$ cat src/rtl/rom_download_writer.sv
// Packs the HPS ioctl byte stream into DATA_WIDTH words and writes them to one dpram port through a 2-entry FIFO.
// Optional byte checksum of the download is built when ROM_DOWNLOAD_CHECKSUM_EN is defined.
module rom_download_writer #(
  parameter int DATA_WIDTH    = 8,
  parameter int ADDRESS_WIDTH = 8,
  parameter int INDEX         = 0,
  parameter int BASE          = 0
) (
  input  logic                     clock,
  input  logic                     reset,
  input  logic                     ioctl_download,
  input  logic [7:0]               ioctl_index,
  input  logic                     ioctl_wr,
  input  logic [24:0]              ioctl_addr,
  input  logic [7:0]               ioctl_dout,
  output logic                     ioctl_wait,
  input  logic                     ram_busy,
  output logic [ADDRESS_WIDTH-1:0] ram_address,
  output logic [DATA_WIDTH-1:0]    ram_data,
  output logic                     ram_enable,
  output logic                     ram_wren,
  output logic                     loading,
  output logic                     done,
  output logic [15:0]              checksum
);

  localparam int B      = DATA_WIDTH / 8;
  localparam int SHIFT  = (B > 1) ? $clog2(B) : 0;
  localparam int LANE_W = (B > 1) ? $clog2(B) : 1;
  localparam logic [24:0] BASE_L  = 25'(BASE);
  localparam logic [7:0]  INDEX_L = 8'(INDEX);

  typedef enum logic [1:0] {IDLE, LOAD, FLUSH, DONE} state_t;

  state_t                   state_reg;
  logic                     dl_prev_reg;
  logic [DATA_WIDTH-1:0]    pack_reg;
  logic [ADDRESS_WIDTH-1:0] pack_addr_reg;
  logic                     pending_reg;
  logic [ADDRESS_WIDTH-1:0] fifo_addr_reg [2];
  logic [DATA_WIDTH-1:0]    fifo_data_reg [2];
  logic                     wr_ptr_reg;
  logic                     rd_ptr_reg;
  logic [1:0]               count_reg;

  logic [24:0]              off;
  logic [24:0]              word_full;
  logic [ADDRESS_WIDTH-1:0] word;
  logic [LANE_W-1:0]        lane;
  logic                     in_range;
  logic                     accept;
  logic                     take;
  logic                     lane_last;
  logic                     load_push;
  logic                     flush_push;
  logic                     push;
  logic                     pop;
  logic [ADDRESS_WIDTH-1:0] push_addr;
  logic [DATA_WIDTH-1:0]    push_data;
  logic [DATA_WIDTH-1:0]    pack_merge;

  assign off       = ioctl_addr - BASE_L;
  assign word_full = off >> SHIFT;
  assign word      = ADDRESS_WIDTH'(word_full);
  assign in_range  = (ioctl_addr >= BASE_L) && ((word_full >> ADDRESS_WIDTH) == 25'd0);

  generate
    if (B > 1) begin : g_lane
      assign lane = off[LANE_W-1:0];
    end else begin : g_lane_single
      assign lane = '0;
    end
  endgenerate

  // Current pack word with the incoming byte dropped into its lane.
  generate
    for (genvar gi = 0; gi < B; gi++) begin : g_merge
      assign pack_merge[gi*8 +: 8] = (lane == LANE_W'(gi)) ? ioctl_dout : pack_reg[gi*8 +: 8];
    end
  endgenerate

  assign ioctl_wait = (count_reg == 2'd2);
  assign accept     = (state_reg == LOAD) && ioctl_wr && !ioctl_wait;
  assign take       = accept && in_range;
  assign lane_last  = (lane == LANE_W'(B - 1));
  assign load_push  = take && lane_last;
  assign flush_push = (state_reg == FLUSH) && pending_reg && (count_reg != 2'd2);
  assign push       = load_push || flush_push;
  assign push_addr  = load_push ? word : pack_addr_reg;
  assign push_data  = load_push ? pack_merge : pack_reg;
  assign pop        = (count_reg != 2'd0) && !ram_busy;

  assign ram_enable  = pop;
  assign ram_wren    = pop;
  assign ram_address = fifo_addr_reg[rd_ptr_reg];
  assign ram_data    = fifo_data_reg[rd_ptr_reg];
  assign loading     = (state_reg == LOAD) || (state_reg == FLUSH);
  assign done        = (state_reg == DONE);

  always_ff @(posedge clock or posedge reset) begin
    if (reset) begin
      state_reg     <= IDLE;
      dl_prev_reg   <= 1'b0;
      pack_reg      <= '0;
      pack_addr_reg <= '0;
      pending_reg   <= 1'b0;
      wr_ptr_reg    <= 1'b0;
      rd_ptr_reg    <= 1'b0;
      count_reg     <= 2'd0;
      for (int i = 0; i < 2; i++) begin
        fifo_addr_reg[i] <= '0;
        fifo_data_reg[i] <= '0;
      end
    end else begin
      dl_prev_reg <= ioctl_download;

      if (push) begin
        fifo_addr_reg[wr_ptr_reg] <= push_addr;
        fifo_data_reg[wr_ptr_reg] <= push_data;
        wr_ptr_reg                <= ~wr_ptr_reg;
      end
      if (pop) begin
        rd_ptr_reg <= ~rd_ptr_reg;
      end
      case ({push, pop})
        2'b10:   count_reg <= count_reg + 2'd1;
        2'b01:   count_reg <= count_reg - 2'd1;
        default: count_reg <= count_reg;
      endcase

      case (state_reg)
        IDLE: begin
          if (ioctl_download && !dl_prev_reg && (ioctl_index == INDEX_L)) begin
            state_reg   <= LOAD;
            pack_reg    <= '0;
            pending_reg <= 1'b0;
          end
        end
        LOAD: begin
          if (take) begin
            if (lane_last) begin
              pack_reg    <= '0;
              pending_reg <= 1'b0;
            end else begin
              pack_reg      <= pack_merge;
              pack_addr_reg <= word;
              pending_reg   <= 1'b1;
            end
          end
          if (!ioctl_download) begin
            state_reg <= FLUSH;
          end
        end
        FLUSH: begin
          if (flush_push) begin
            pack_reg    <= '0;
            pending_reg <= 1'b0;
          end else if (!pending_reg && (count_reg == 2'd0)) begin
            state_reg <= DONE;
          end
        end
        default: begin
          state_reg <= IDLE;
        end
      endcase
    end
  end

`ifdef ROM_DOWNLOAD_CHECKSUM_EN
  logic [15:0] checksum_reg;

  always_ff @(posedge clock or posedge reset) begin
    if (reset) begin
      checksum_reg <= 16'd0;
    end else if ((state_reg == IDLE) && ioctl_download && !dl_prev_reg && (ioctl_index == INDEX_L)) begin
      checksum_reg <= 16'd0;
    end else if (take) begin
      checksum_reg <= checksum_reg + {8'd0, ioctl_dout};
    end
  end

  assign checksum = checksum_reg;
`else
  assign checksum = 16'd0;
`endif

endmodule

$ cat config.mk
export PLATFORM = sky130hd
export DESIGN_NAME = rom_download_writer
export DESIGN_NICKNAME = d
export VERILOG_FILES = /design/src/rtl/rom_download_writer.sv
export SDC_FILE = /design/constraint.sdc
export NUM_CORES = 1
export LEC_CHECK = 0
export BUFFER_PORTS_ARGS = -buffer_cell sky130_fd_sc_hd__buf_2
export CAP_MARGIN = 20
export CELL_PAD_IN_SITES_DETAIL_PLACEMENT = 1
export CELL_PAD_IN_SITES_GLOBAL_PLACEMENT = 2
export CORE_UTILIZATION = 33
export DETAILED_ROUTE_END_ITERATION = 10
export PLACE_DENSITY = 0.9
export SYNTH_ARGS = -nofsm -noshare
export SYNTH_HDL_FRONTEND = slang
export SYNTH_SLANG_ARGS = --single-unit
$ cat constraint.sdc
create_clock -name clock -period 4.45 [get_ports clock]
set_input_delay 0.89 -clock clock [delete_from_list [all_inputs] [get_ports clock]]
set_output_delay 0.89 -clock clock [all_outputs]
set_load 0.02 [all_outputs]
==> metrics.cfg <==
[placed_design]
gp_congestion = 0.7386
hpwlAfterDp_um = 2937
numPortBuffers = 66

[cts]
clk_latency_ns = 0.28
postCtsHoldBufs = 0
cts_setup_buffers = 0
cts_buffers = 5
cts_tree = built
cts_buffer_depth = 2
cts_sinks = 39
cts_resized = 0
clkTransAtPathRegs_ns = 0.07
clock-root-buffer = clkbuf_8
h-tree-depth = 2

[detailed_routing]
drt-vias-per-instance = 4.525
drtPass1Iterations = 2
drc_errors = 0
wirelength_um = 3938
drt-initial-drc-count = 19
route.vias.total = 1344
routedWlPerCell_um = 13.26
drtAntennaViolNets = 0

[setup_path]
cp.buffers_inverters = 1
arrival_ns = 1.70
end_kind = output port
crit_cells = 2
start_kind = flop
reg2reg_depth = 6
crit_chain = mux2_2, buf_2
crit_type = flop to output port
slowest_delay_ns = 0.85
critPathSlowestCell = dfrtp_1
worst-path-max-fanout = 17
path_delay_family = flip-flops
critical_path_required_ns = 3.56

[floorplanning]
die_area_sq_um = 6673
num_rows = 28
num_io_pins = 83
fp.dieW_um = 81.69
coreArea_sq_um = 6026
initial_utilization_pct = 34.78
die_h_um = 81.69

[sta]
finClkSkew_ns = 0.005014
tns_ns = 0
period_needed_ns = 2.591
fin_crit_sh_pct = 58.22
rsz0062_at_grt = false
worst_pin_slew_ns = 0.7819
whs_ns = 0.4908
hold_viol = 0
maxSlewHeadroom_pct = 47.71
max_freq_mhz = 386.0
setup_viol = 0
slew_violations = 0

[job]
max-cap-violations = 0

[logic_synthesis]
syn_inst = 152
synth_xor_area_share_pct = 2.090
syn_avg_cell_area_sq_um = 13.79
synth_compound_area_share_pct = 1.194
synth.distinct_cells = 29
ys_top_cells_by_area = dfrtp_1 (47%), mux2_2 (20%), mux2_4 (7.2%)
synth_edf_count = 0
syn_area_sq_um = 2096
synthMuxAreaShare_pct = 28.60
synthSimpleGateAreaFrac_pct = 9.552
ys_async_sr_fraction_pct = 100.0
synth-adder-area-share_pct = 3.582
synth_top_area_share_pct = 46.57
yosys_warnings = 0
synth_top_cell_by_area = dfrtp_1
seq_area_frac_synth_pct = 46.57
synth_top_flop_cell = dfrtp_1
synth-seq-cells = 39
synth_top_family_by_area = multiplexers

[power_and_ir_drop]
leakagePower_nw = 1.348
worst_ir_drop_vdd_v = 0.0001460
pwr_density_cell_nw_per_um2 = 363.1

[global_route]
grt_pass1_wl_um = 6361
grt_pass1_vias = 1425
grt_start_max_net_pins = 40
grt_usage_pct = 12.72
grt-ovfl-total = 0
antenna_found_initial = 0

[final_layout]
fillers = 680
diodes = 0
seqCellArea_sq_um = 975.9
syn2layout_area_growth_pct = 20.18
final_nets = 273
drive_gt1_share_pct = 59.01
multiInputGateArea_sq_um = 1003

[run_status]
status = complete, no violations

[min_path]
hp-class = flop to flop
holdPathStages = 1

-- worst reg2reg max path, cell delays in order (launching register included) --
cell      delay, ns
dfrtp_1        0.42
inv_1          0.09
ha_1           0.19
nand2b_1       0.11
or3_1          0.36
nor3_4         0.61
mux2_2         0.42
-- area by class of cell --
cell class | count | area share [%]
clock buffers | 6 | 2.881
repair buffers | 68 | 13.71
clock inverters | 2 | 0.4968
well taps | 75 | 3.726
multi-input cells | 103 | 39.84
inverters | 4 | 0.5961
flip-flops and latches | 39 | 38.75
-- cells in the mapped netlist (2+ instances only) --
master and count:
mux2_4 10, nor4_2 2, nand3_1 2, buf_4 18
inv_1 4, nand2b_1 2, nor4_4 2, clkbuf_1 2
nor2_1 6, dfrtp_1 39, ha_1 6, xnor2_1 4
or3_1 2, mux2_2 38
-- stage by stage --
| stage | utilization (%) | power, mW | setup WS, ns | instances | cell area (sq um) |
|---|---|---|---|---|---|
| 2_1_floorplan | - | 0.6339 | 2.015 | 167 | 2152 |
| 3_3_place_gp | 40.39 | 0.6926 | 1.690 | 289 | 2434 |
| 3_5_place_dp | 40.39 | 0.7023 | 1.646 | 289 | 2434 |
| 4_1_cts | 41.80 | 0.9353 | 1.795 | 297 | 2519 |
| 5_1_grt | 41.80 | 0.9755 | 1.736 | 297 | 2519 |
| 6_report | 41.80 | 0.9146 | 1.859 | 297 | 2519 |
-- final timing paths --
path	startpoint	end	slack [ns]
worst max-delay path	rd_ptr_reg	ram_address[2]	1.86
worst min-delay path	fifo_data_reg[9]	fifo_data_reg[9]	0.49
worst max register to register	state_reg[1]	fifo_data_reg[10]	2.13
worst min register to register	fifo_data_reg[9]	fifo_data_reg[9]	0.49
max in group asynchronous	reset	fifo_addr_reg[14]	3.39
min in group asynchronous	reset	fifo_addr_reg[1]	0.71
-- cell families after synthesis --
family / after synthesis
XOR/XNOR: 5
buffers and inverters: 25
multiplexers: 50
adder cells (fa/ha/maj): 6
flip-flops: 39
AND/OR/NAND/NOR: 23
other: 1
AO/OA/AOI/OAI: 3
-- metal layers --
layer | routed length, um | track usage (%)
met5 | 0 | 0
met4 | 15 | 3.684
met3 | 204 | 3.000
met2 | 1971 | 22.00
met1 | 1745 | 15.71
-- layout by cell type (no fill, tap or decap), types with 2 or more instances in the layout --
cell type  instances
dfrtp_1           39
mux2_2            38
or3_1              2
buf_4              2
buf_2             66
conb_1            16
clkbuf_8           5
nor2_1             6
inv_1              3
mux2_4            10
nor4_4             2
ha_1               6
nor4_2             2
xnor2_1            4
nand3_1            2
nand2b_1           2
-- where the power goes --
| group | switching (mW) | internal, mW |
|---|---|---|
| Combinational | 0.134 | 0.118 |
| Clock | 0.118 | 0.109 |
| Sequential | 0.0557 | 0.379 |
| Total | 0.307 | 0.607 |
No activity file was read; power rests on OpenSTA's default activity.
